`config.mk`:
```
export PLATFORM = sky130hd
export DESIGN_NAME = uart_cmd_rx
export DESIGN_NICKNAME = d
export VERILOG_FILES = /design/src/rtl/uart_cmd_rx.sv
export SDC_FILE = /design/constraint.sdc
export NUM_CORES = 1
export LEC_CHECK = 0
export CAP_MARGIN = 20
export CORE_MARGIN = 2
export CORE_UTILIZATION = 64
export CTS_BUF_LIST = sky130_fd_sc_hd__clkbuf_4
export DETAILED_ROUTE_END_ITERATION = 10
export PLACE_DENSITY = 0.87
export SYNTH_ARGS = -nofsm -noshare
export SYNTH_HDL_FRONTEND = slang
export SYNTH_SLANG_ARGS = --single-unit
```
`constraint.sdc`:
```
create_clock -name clk -period 3.3 [get_ports clk]
set_input_delay 0.33 -clock clk [delete_from_list [all_inputs] [get_ports clk]]
set_output_delay 0.33 -clock clk [all_outputs]
set_load 0.1 [all_outputs]
```
`src/rtl/uart_cmd_rx.sv`:
```
// rtl/uart_cmd_rx.sv - UART byte receiver assembling MSB-byte-first command words
module uart_cmd_rx #(
    parameter int CLK_FREQ  = 50000000,
    parameter int BR        = 115200,
    parameter int CMD_WIDTH = 16,
    parameter int CHEAK     = 1,
    parameter int GAP_BITS  = 20
) (
    input  logic                 clk,
    input  logic                 rst_n,
    input  logic                 rx,
    output logic [CMD_WIDTH-1:0] cmd_out,
    output logic                 cmd_vld,
    input  logic                 cmd_rdy,
    output logic                 parity_err,
    output logic                 frame_err,
    output logic                 overrun
);

    localparam int DIV     = CLK_FREQ / BR;
    localparam int NBYTES  = CMD_WIDTH / 8;
    localparam int GAP_LIM = GAP_BITS * DIV;
    localparam int CNT_W   = (DIV > 1) ? $clog2(DIV) : 1;
    localparam int GAP_W   = $clog2(GAP_LIM + 1);
    localparam int IDX_W   = (NBYTES > 1) ? $clog2(NBYTES) : 1;

    localparam logic [CNT_W-1:0] CNT_MID  = CNT_W'(DIV / 2 - 1);
    localparam logic [CNT_W-1:0] CNT_END  = CNT_W'(DIV - 1);
    localparam logic [GAP_W-1:0] GAP_END  = GAP_W'(GAP_LIM - 1);
    localparam logic [IDX_W-1:0] IDX_LAST = IDX_W'(NBYTES - 1);
    localparam bit               HAS_PAR  = (CHEAK != 0);

    typedef enum logic [2:0] {
        IDLE,
        START,
        DATA,
        PARITY,
        STOP
    } state_t;

    state_t state, state_next;

    logic                 rx_s1, rxs, rxs_d;
    logic [CNT_W-1:0]     cnt;
    logic [2:0]           bit_cnt;
    logic [7:0]           shreg;
    logic                 par_bit;
    logic [IDX_W-1:0]     byte_idx;
    logic [GAP_W-1:0]     gap_cnt;
    logic [CMD_WIDTH-1:0] asm_reg;
    logic [CMD_WIDTH+7:0] asm_cat;
    logic [CMD_WIDTH-1:0] asm_next;

    logic bit_end, stop_sample, parity_ok, byte_good, gap_expire;

    assign bit_end     = (cnt == CNT_END);
    assign stop_sample = (state == STOP) && bit_end;
    assign parity_ok   = !HAS_PAR || (par_bit == ~^shreg);
    assign byte_good   = stop_sample && rxs && parity_ok;
    assign gap_expire  = (state == IDLE) && (byte_idx != '0) && (gap_cnt == GAP_END);
    assign asm_cat     = {asm_reg, shreg};
    assign asm_next    = asm_cat[CMD_WIDTH-1:0];

    always_comb begin
        state_next = state;
        case (state)
            IDLE:    if (rxs_d && !rxs) state_next = START;
            START:   if (cnt == CNT_MID) state_next = rxs ? IDLE : DATA;
            DATA:    if (bit_end && bit_cnt == 3'd7) state_next = HAS_PAR ? PARITY : STOP;
            PARITY:  if (bit_end) state_next = STOP;
            STOP:    if (bit_end) state_next = IDLE;
            default: state_next = IDLE;
        endcase
    end

    always_ff @(posedge clk) begin
        if (!rst_n) begin
            state <= IDLE;
            rx_s1 <= 1'b1;
            rxs   <= 1'b1;
            rxs_d <= 1'b1;
        end else begin
            state <= state_next;
            rx_s1 <= rx;
            rxs   <= rx_s1;
            rxs_d <= rxs;
        end
    end

    // Bit timing: counter restarts on every state change and at each bit boundary.
    always_ff @(posedge clk) begin
        if (!rst_n) begin
            cnt     <= '0;
            bit_cnt <= '0;
            shreg   <= '0;
            par_bit <= 1'b0;
        end else begin
            if (state == IDLE || state_next != state || bit_end)
                cnt <= '0;
            else
                cnt <= cnt + 1'b1;
            if (state == IDLE)
                bit_cnt <= '0;
            else if (state == DATA && bit_end)
                bit_cnt <= bit_cnt + 1'b1;
            if (state == DATA && bit_end)
                shreg <= {rxs, shreg[7:1]};
            if (state == PARITY && bit_end)
                par_bit <= rxs;
        end
    end

    // Inter-byte gap watchdog only runs while a partial word is pending.
    always_ff @(posedge clk) begin
        if (!rst_n)
            gap_cnt <= '0;
        else if (state != IDLE || byte_idx == '0 || gap_cnt == GAP_END)
            gap_cnt <= '0;
        else
            gap_cnt <= gap_cnt + 1'b1;
    end

    always_ff @(posedge clk) begin
        if (!rst_n) begin
            byte_idx   <= '0;
            asm_reg    <= '0;
            cmd_out    <= '0;
            cmd_vld    <= 1'b0;
            parity_err <= 1'b0;
            frame_err  <= 1'b0;
            overrun    <= 1'b0;
        end else begin
            parity_err <= 1'b0;
            frame_err  <= 1'b0;
            overrun    <= 1'b0;
            if (cmd_vld && cmd_rdy)
                cmd_vld <= 1'b0;
            if (gap_expire)
                byte_idx <= '0;
            if (stop_sample) begin
                if (!rxs) begin
                    frame_err <= 1'b1;
                    byte_idx  <= '0;
                end else if (!parity_ok) begin
                    parity_err <= 1'b1;
                    byte_idx   <= '0;
                end else begin
                    asm_reg <= asm_next;
                    if (byte_idx == IDX_LAST) begin
                        byte_idx <= '0;
                        if (!cmd_vld || cmd_rdy) begin
                            cmd_out <= asm_next;
                            cmd_vld <= 1'b1;
                        end else begin
                            overrun <= 1'b1;
                        end
                    end else begin
                        byte_idx <= byte_idx + 1'b1;
                    end
                end
            end
        end
    end

endmodule

```
==> impl_metrics.tcl, run 1 <==
set metrics [dict create \
    tightest_slew_ps 972 \
    period_share_pct 68.1 \
    clock_skew_ps 15.1 \
    nets 362 \
    critPathMaxFanout 2 \
    maxCapViolations 0 \
    clk_pin_slew_worst_paths_ps 110 \
    fp-row-count 25 \
    hold_depth 1 \
    hold_path_class "flop to flop" \
    crit_start "cmd_out[15]" \
    gp_congestion 0.831 \
    pwr-share-comb_pct 2.2 \
    die_area_sq_um 5290 \
    largest-register "cmd_out" \
    routed_wirelength_um 5690 \
    grt_first_pass_wirelength_um 9730 \
    hold_viol 0 \
    ys_ff_latch 70 \
    regArea_sq_um 1400 \
    ys_types 39 \
    critPathRequiredTime_ps 2970 \
    period_needed_ps 2250 \
    hold-path-endpoint "rxs" \
    internal-power_w 0.00101 \
    dieWidth_um 72.7 \
    clock_latency_ps 420 \
    cts_tree "done" \
    wire_per_inst_um 13.9 \
    worstReg2RegStart "shreg[2]" \
    synth_compound_area_share_pct 8.15 \
    grt-ovfl-total 0 \
    timing.hold.ws_ps 432 \
    n_antenna_cell 0 \
    met1Wirelength_um 2670 \
    synth_adder_area_share_pct 2.48 \
    grt_max_degree 29 \
    dr_wl_met2_um 2730 \
    dr.max_layer_used "met4" \
    post_cts_buffers 0 \
    timing.setup.tns_ps 0 \
    slew_headroom_pct 35.0 \
    coreArea_sq_um 4630 \
    synthMuxAreaShare_pct 6.29 \
    cpPeakStageDelay_ps 1140 \
    run_status "finished clean" \
    grt_setup_unrepaired "false" \
    cts_buffers 9 \
    reg2reg_to "cmd_out[7]" \
    clkSinkCount 70 \
    cp.arrival_ps 1920 \
    die_y_um 72.7 \
    wl_met3_um 206 \
    power.leakage_nw 1.27 \
    p_switching_w 0.000296 \
    cts_buffer_depth 2 \
    synth_warnings 0 \
    hpwl_um 3770 \
    nFillCells 352 \
    clockRootBuffer "clkbuf_4" \
    top_regs "cmd_out x16, gap_cnt x14, cnt x9" \
    io_buffers 23 \
    drt-initial-drc-count 185 \
    ff2ff_path_depth 5 \
    slowest_stage "clkdlybuf4s50_1" \
    reg2reg_slack_ps 1060 \
    path_cells "clkdlybuf4s50_1" \
    p_per_area_nw_per_um2 393 \
    grt_pass1_vias 2234 \
    fmax_mhz 445 \
    seqPwrFrac_pct 64.7 \
    htree_levels 3 \
    avgSynthCellArea_sq_um 9.08 \
    slew_violations 0 \
    largest_register_ffs 16 \
    cts.repair.resized 0 \
    synthTopCellsByArea "dfxtp_1 (46%), mux2i_1 (6.3%), nor2_1 (6.0%)" \
    synth_nets 343 \
    seq_area_frac_synth_pct 46.3 \
    synth-simple-area-share_pct 22.9 \
    synth_top_family_by_area "simple AND/OR/NAND/NOR gates" \
    yosys.area_share.xor_xnor_pct 9.52 \
    drive_gt1_share_pct 6.20 \
    vias 2352 \
    yosysTopAreaCellShare_pct 46.3 \
    start_kind "flop" \
    antenna_found_initial 0 \
    final_antenna_net_count 0 \
    pwr-share-clk_pct 33.1 \
    avgViaCountPerCell 5.75 \
    drc 0 \
    min_from "rx_s1" \
    postCtsHoldBufs 0 \
    initial_utilization_pct 65.3 \
    syn_to_final_growth_pct 10.2 \
    cp_num_cells 1 \
    synth_area_sq_um 3020 \
    grt.total_usage_pct 23.9 \
    syn_inst 333 \
    vdd_ir_drop_max_v 0.000223 \
    end_kind "output port" \
    p_sw_share_pct 22.6 \
    firstDrtPassIters 4 \
    crit_buf_inv 1 \
    cp_top_family "buffers and inverters" \
    yosysTopAreaCell "dfxtp_1" \
    ioPinCount 24 \
    critical_path_class "flop to output port" \
    setup_viol_count_final 0 \
    multi_input_area_sq_um 1490 \
]
[worst max path at each step]
stage | end | slack (ps)
finish | cmd_out[15] | 1050
global route | shreg[7] | 850
CTS | cmd_out[4] | 1050
detailed placement | cmd_out[7] | 990
global placement | cmd_out[9] | 1060
floorplan | cmd_out[0] | 1350
[cell usage after synthesis]
master      n
buf_6       4
nor4b_1     1
o21ai_0     9
nand4bb_1   1
a2111oi_1   1
nand3_1    11
dfxtp_1    70
o32ai_1     1
o2111ai_1   1
nor2_1     48
o21ai_1    10
clkbuf_2    1
or4b_1      1
o31ai_1     1
nor3_1      4
buf_2       5
xor2_2      1
or3_1       4
xnor2_1     7
or3b_4      1
nand2_1    36
clkbuf_1    7
o21a_1      2
o22ai_1     1
nand4b_1    2
inv_1       7
inv_2       1
ha_1        6
xnor2_4     2
nor3_4      1
xnor3_2     1
nor4_1      1
and3_1      6
or4_1       1
a21oi_1    19
nand2b_1    4
nand4_1    20
mux2i_1    19
xor2_1     15
[layer usage]
| metal | track usage (%) | vias up |
|---|---|---|
| li1 | - | 1186 |
| met1 | 29.2 | 1114 |
| met2 | 38.7 | 41 |
| met3 | 8.70 | 11 |
| met4 | 8.64 | 0 |
| met5 | 0 | - |
[metrics by stage]
step / total power, W / setup slack (ps) / utilization [%] / area (sq um) / cells
floorplan: 0.000888 / 1350 / - / 3020 / 333
global placement: 0.000896 / 1060 / 69.9 / 3240 / 395
detailed placement: 0.000897 / 990 / 69.9 / 3240 / 395
CTS: 0.00132 / 1050 / 72.0 / 3330 / 409
global route: 0.00136 / 854 / 72.0 / 3330 / 409
finish: 0.00131 / 1050 / 72.0 / 3330 / 409
[power by group through the flow]
stage	sequential, W	combinational [W]	clock, W
floorplan	0.000868	0.0000201	0
global placement	0.000868	0.0000281	0
detailed placement	0.000868	0.0000287	0
CTS	0.000848	0.0000289	0.000442
global route	0.000849	0.0000319	0.000481
finish	0.000848	0.0000291	0.000433
[cells by family after synthesis]
| group | count (synthesis) |
|---|---|
| mux | 19 |
| simple gates | 142 |
| xor+xnor | 26 |
| flops | 70 |
| fa+ha+maj | 6 |
| buf+inv | 25 |
| compound gates | 45 |
[area by class of cell]
| class | instances | share of cell area (%) |
|---|---|---|
| multi-input cells | 238 | 44.8 |
| flip-flops and latches | 70 | 42.1 |
| repair buffers | 25 | 7.36 |
| clock buffers | 11 | 2.48 |
| well taps | 54 | 2.03 |
| inverters | 8 | 0.901 |
| clock inverters | 3 | 0.413 |
[layout by cell type (no fill, tap or decap), drive strengths merged, types with 4 or more instances in the layout]
cell / synthesis / final
dfxtp: 70 / 70
nor2: 48 / 48
nand2: 36 / 36
clkdlybuf4s50: 0 / 23
nand4: 20 / 20
a21oi: 19 / 19
mux2i: 19 / 19
o21ai: 19 / 19
xor2: 16 / 16
nand3: 11 / 11
clkbuf: 8 / 11
xnor2: 9 / 9
inv: 8 / 8
and3: 6 / 6
ha: 6 / 6
nor3: 5 / 5
nand2b: 4 / 4
or3: 4 / 4
(Power assumes the default switching activity.)
==> inputs of run 2 (changes only) <==
--- a/config.mk
+++ b/config.mk
@@ -7,10 +7,10 @@
 export LEC_CHECK = 0
 export CAP_MARGIN = 20
 export CORE_MARGIN = 2
-export CORE_UTILIZATION = 64
+export CORE_UTILIZATION = 60
 export CTS_BUF_LIST = sky130_fd_sc_hd__clkbuf_4
 export DETAILED_ROUTE_END_ITERATION = 10
-export PLACE_DENSITY = 0.87
+export PLACE_DENSITY = 0.82
 export SYNTH_ARGS = -nofsm -noshare
 export SYNTH_HDL_FRONTEND = slang
 export SYNTH_SLANG_ARGS = --single-unit
==> constraint.sdc (replaced) <==
create_clock -name clk -period 2.2 [get_ports clk]
set_input_delay 0.22 -clock clk [delete_from_list [all_inputs] [get_ports clk]]
set_output_delay 0.22 -clock clk [all_outputs]
set_load 0.1 [all_outputs]
==> impl_metrics.tcl, run 2 (synthesized netlist as in run 1, its figures left out) <==
set metrics [dict create \
    multi_input_area_sq_um 1520 \
    grt_first_pass_wirelength_um 9690 \
    die_area_sq_um 5620 \
    io_buffers 23 \
    setup_viol_count_final 0 \
    initial_utilization_pct 63.2 \
    layout_commonest_cell "dfxtp_1" \
    clock_skew_ps 15.6 \
    setup_ws_ps 172 \
    seqPwrFrac_pct 57.7 \
    clkSinkCount 70 \
    grt_pass1_vias 2131 \
    final_antenna_net_count 0 \
    top_regs "cmd_out x16, gap_cnt x14, cnt x9" \
    internal-power_w 0.00174 \
    slew_violations 0 \
    hold_depth 2 \
    nFillCells 413 \
    drive_gt1_share_pct 14.1 \
    routed_wirelength_um 5700 \
    critPathMaxFanout 18 \
    fmax_mhz 493 \
    clock_latency_ps 420 \
    reg2reg_slack_ps 170 \
    coreArea_sq_um 4790 \
    largest-register "cmd_out" \
    layout_common_cells "dfxtp_1 (70), nor2_1 (48), nand2_1 (36)" \
    critPathRequiredTime_ps 2540 \
    start_kind "flop" \
    syn_to_final_growth_pct 13.4 \
    regArea_sq_um 1400 \
    end_kind "flop" \
    cp.arrival_ps 2360 \
    p_sw_share_pct 21.3 \
    critical_path_class "flop to flop" \
    grt-ovfl-total 0 \
    maxCapViolations 0 \
    run_status "finished clean" \
    nets 366 \
    p_per_area_nw_per_um2 644 \
    die_y_um 75.0 \
    clockRootBuffer "clkbuf_4" \
    grt_max_degree 29 \
    pwr-share-clk_pct 40.2 \
    ioPinCount 24 \
    n_antenna_cell 0 \
    period_share_pct 92.2 \
    vdd_ir_drop_max_v 0.000498 \
    firstDrtPassIters 5 \
    wire_per_inst_um 13.3 \
    power.leakage_nw 1.36 \
    largest_register_ffs 16 \
    period_needed_ps 2030 \
    hold_path_class "primary input to flop" \
    pwr-share-comb_pct 2.1 \
    avgViaCountPerCell 5.50 \
    antenna_found_initial 0 \
    hpwl_um 3840 \
    drc 0 \
    htree_levels 3 \
    slew_headroom_pct 67.9 \
    p_switching_w 0.000469 \
    ff2ff_path_depth 5 \
    dp_slack_ps 45.1 \
    cts_tree "done" \
    tightest_slew_ps 481 \
    hold_viol 0 \
    timing.hold.ws_ps 355 \
    gp_congestion 0.798 \
    cts_buffer_depth 2 \
    vias 2352 \
    cts_buffers 9 \
    dieWidth_um 75.0 \
    postCtsHoldBufs 0 \
    drt-initial-drc-count 136 \
    grt.total_usage_pct 23.0 \
    fp-row-count 25 \
    clk_pin_slew_worst_paths_ps 120 \
]
## run 2: changes by cell type in the layout (fill, tap and decap cells not counted), moves of 2 or more
cell / before / now
clkbuf_4: 11 / 9
buf_4: 2 / 25
bufinv_16: 0 / 2
clkinvlp_4: 0 / 2
clkdlybuf4s50_1: 23 / 3
## run 2: critical path: stages (launching register included)
cell,delay [ps]
dfxtp_1,440
xor2_1,160
xnor3_2,550
xnor2_4,460
o21ai_0,180
a21oi_1,150
## run 2: stage by stage
step / util (%) / cell area, sq um / TNS (ps) / instances / power [W]
floorplan: - / 3020 / 0 / 333 / 0.00133
global placement: 67.8 / 3240 / 0 / 412 / 0.00134
detailed placement: 67.8 / 3240 / 0 / 412 / 0.00135
CTS: 71.1 / 3400 / 0 / 428 / 0.00223
global route: 71.6 / 3430 / -32.7 / 428 / 0.00229
finish: 71.6 / 3430 / 0 / 428 / 0.00221
## run 2: final cells by class
cell class	instances	share of cell area [%]
multi-input cells	238	44.3
flip-flops and latches	70	40.9
repair buffers	29	6.93
clock inverters	7	2.59
well taps	67	2.45
clock buffers	9	1.97
inverters	8	0.876
## run 2: what timing repair did
item | CTS | global route
gates resized for setup | 0 | 4
endpoints found under the setup margin | 0 | 23
setup buffers | 0 | 0
## run 2: final timing paths
| path | start | endpoint |
|---|---|---|
| max | shreg[2] | cmd_out[8] |
| min | rx | rx_s1 |
| max reg2reg | shreg[2] | cmd_out[8] |
| min reg2reg | rx_s1 | rxs |
## run 2: metal layers
layer | up-vias | part of all wire (%) | global-route usage [%]
met3 | 10 | 4.5 | 8.17
met5 | - | 0 | 0
met1 | 1093 | 46 | 30.5
met4 | 0 | 2.1 | 8.73
met2 | 49 | 47 | 34.5
li1 | 1200 | - | -
## run 2: power groups by stage
stage | registers, W | clock network (W) | logic [W]
floorplan | 0.00130 | 0 | 0.0000302
global placement | 0.00130 | 0 | 0.0000424
global route | 0.00127 | 0.000967 | 0.0000509
CTS | 0.00127 | 0.000910 | 0.0000431
finish | 0.00127 | 0.000887 | 0.0000460
detailed placement | 0.00130 | 0 | 0.0000429
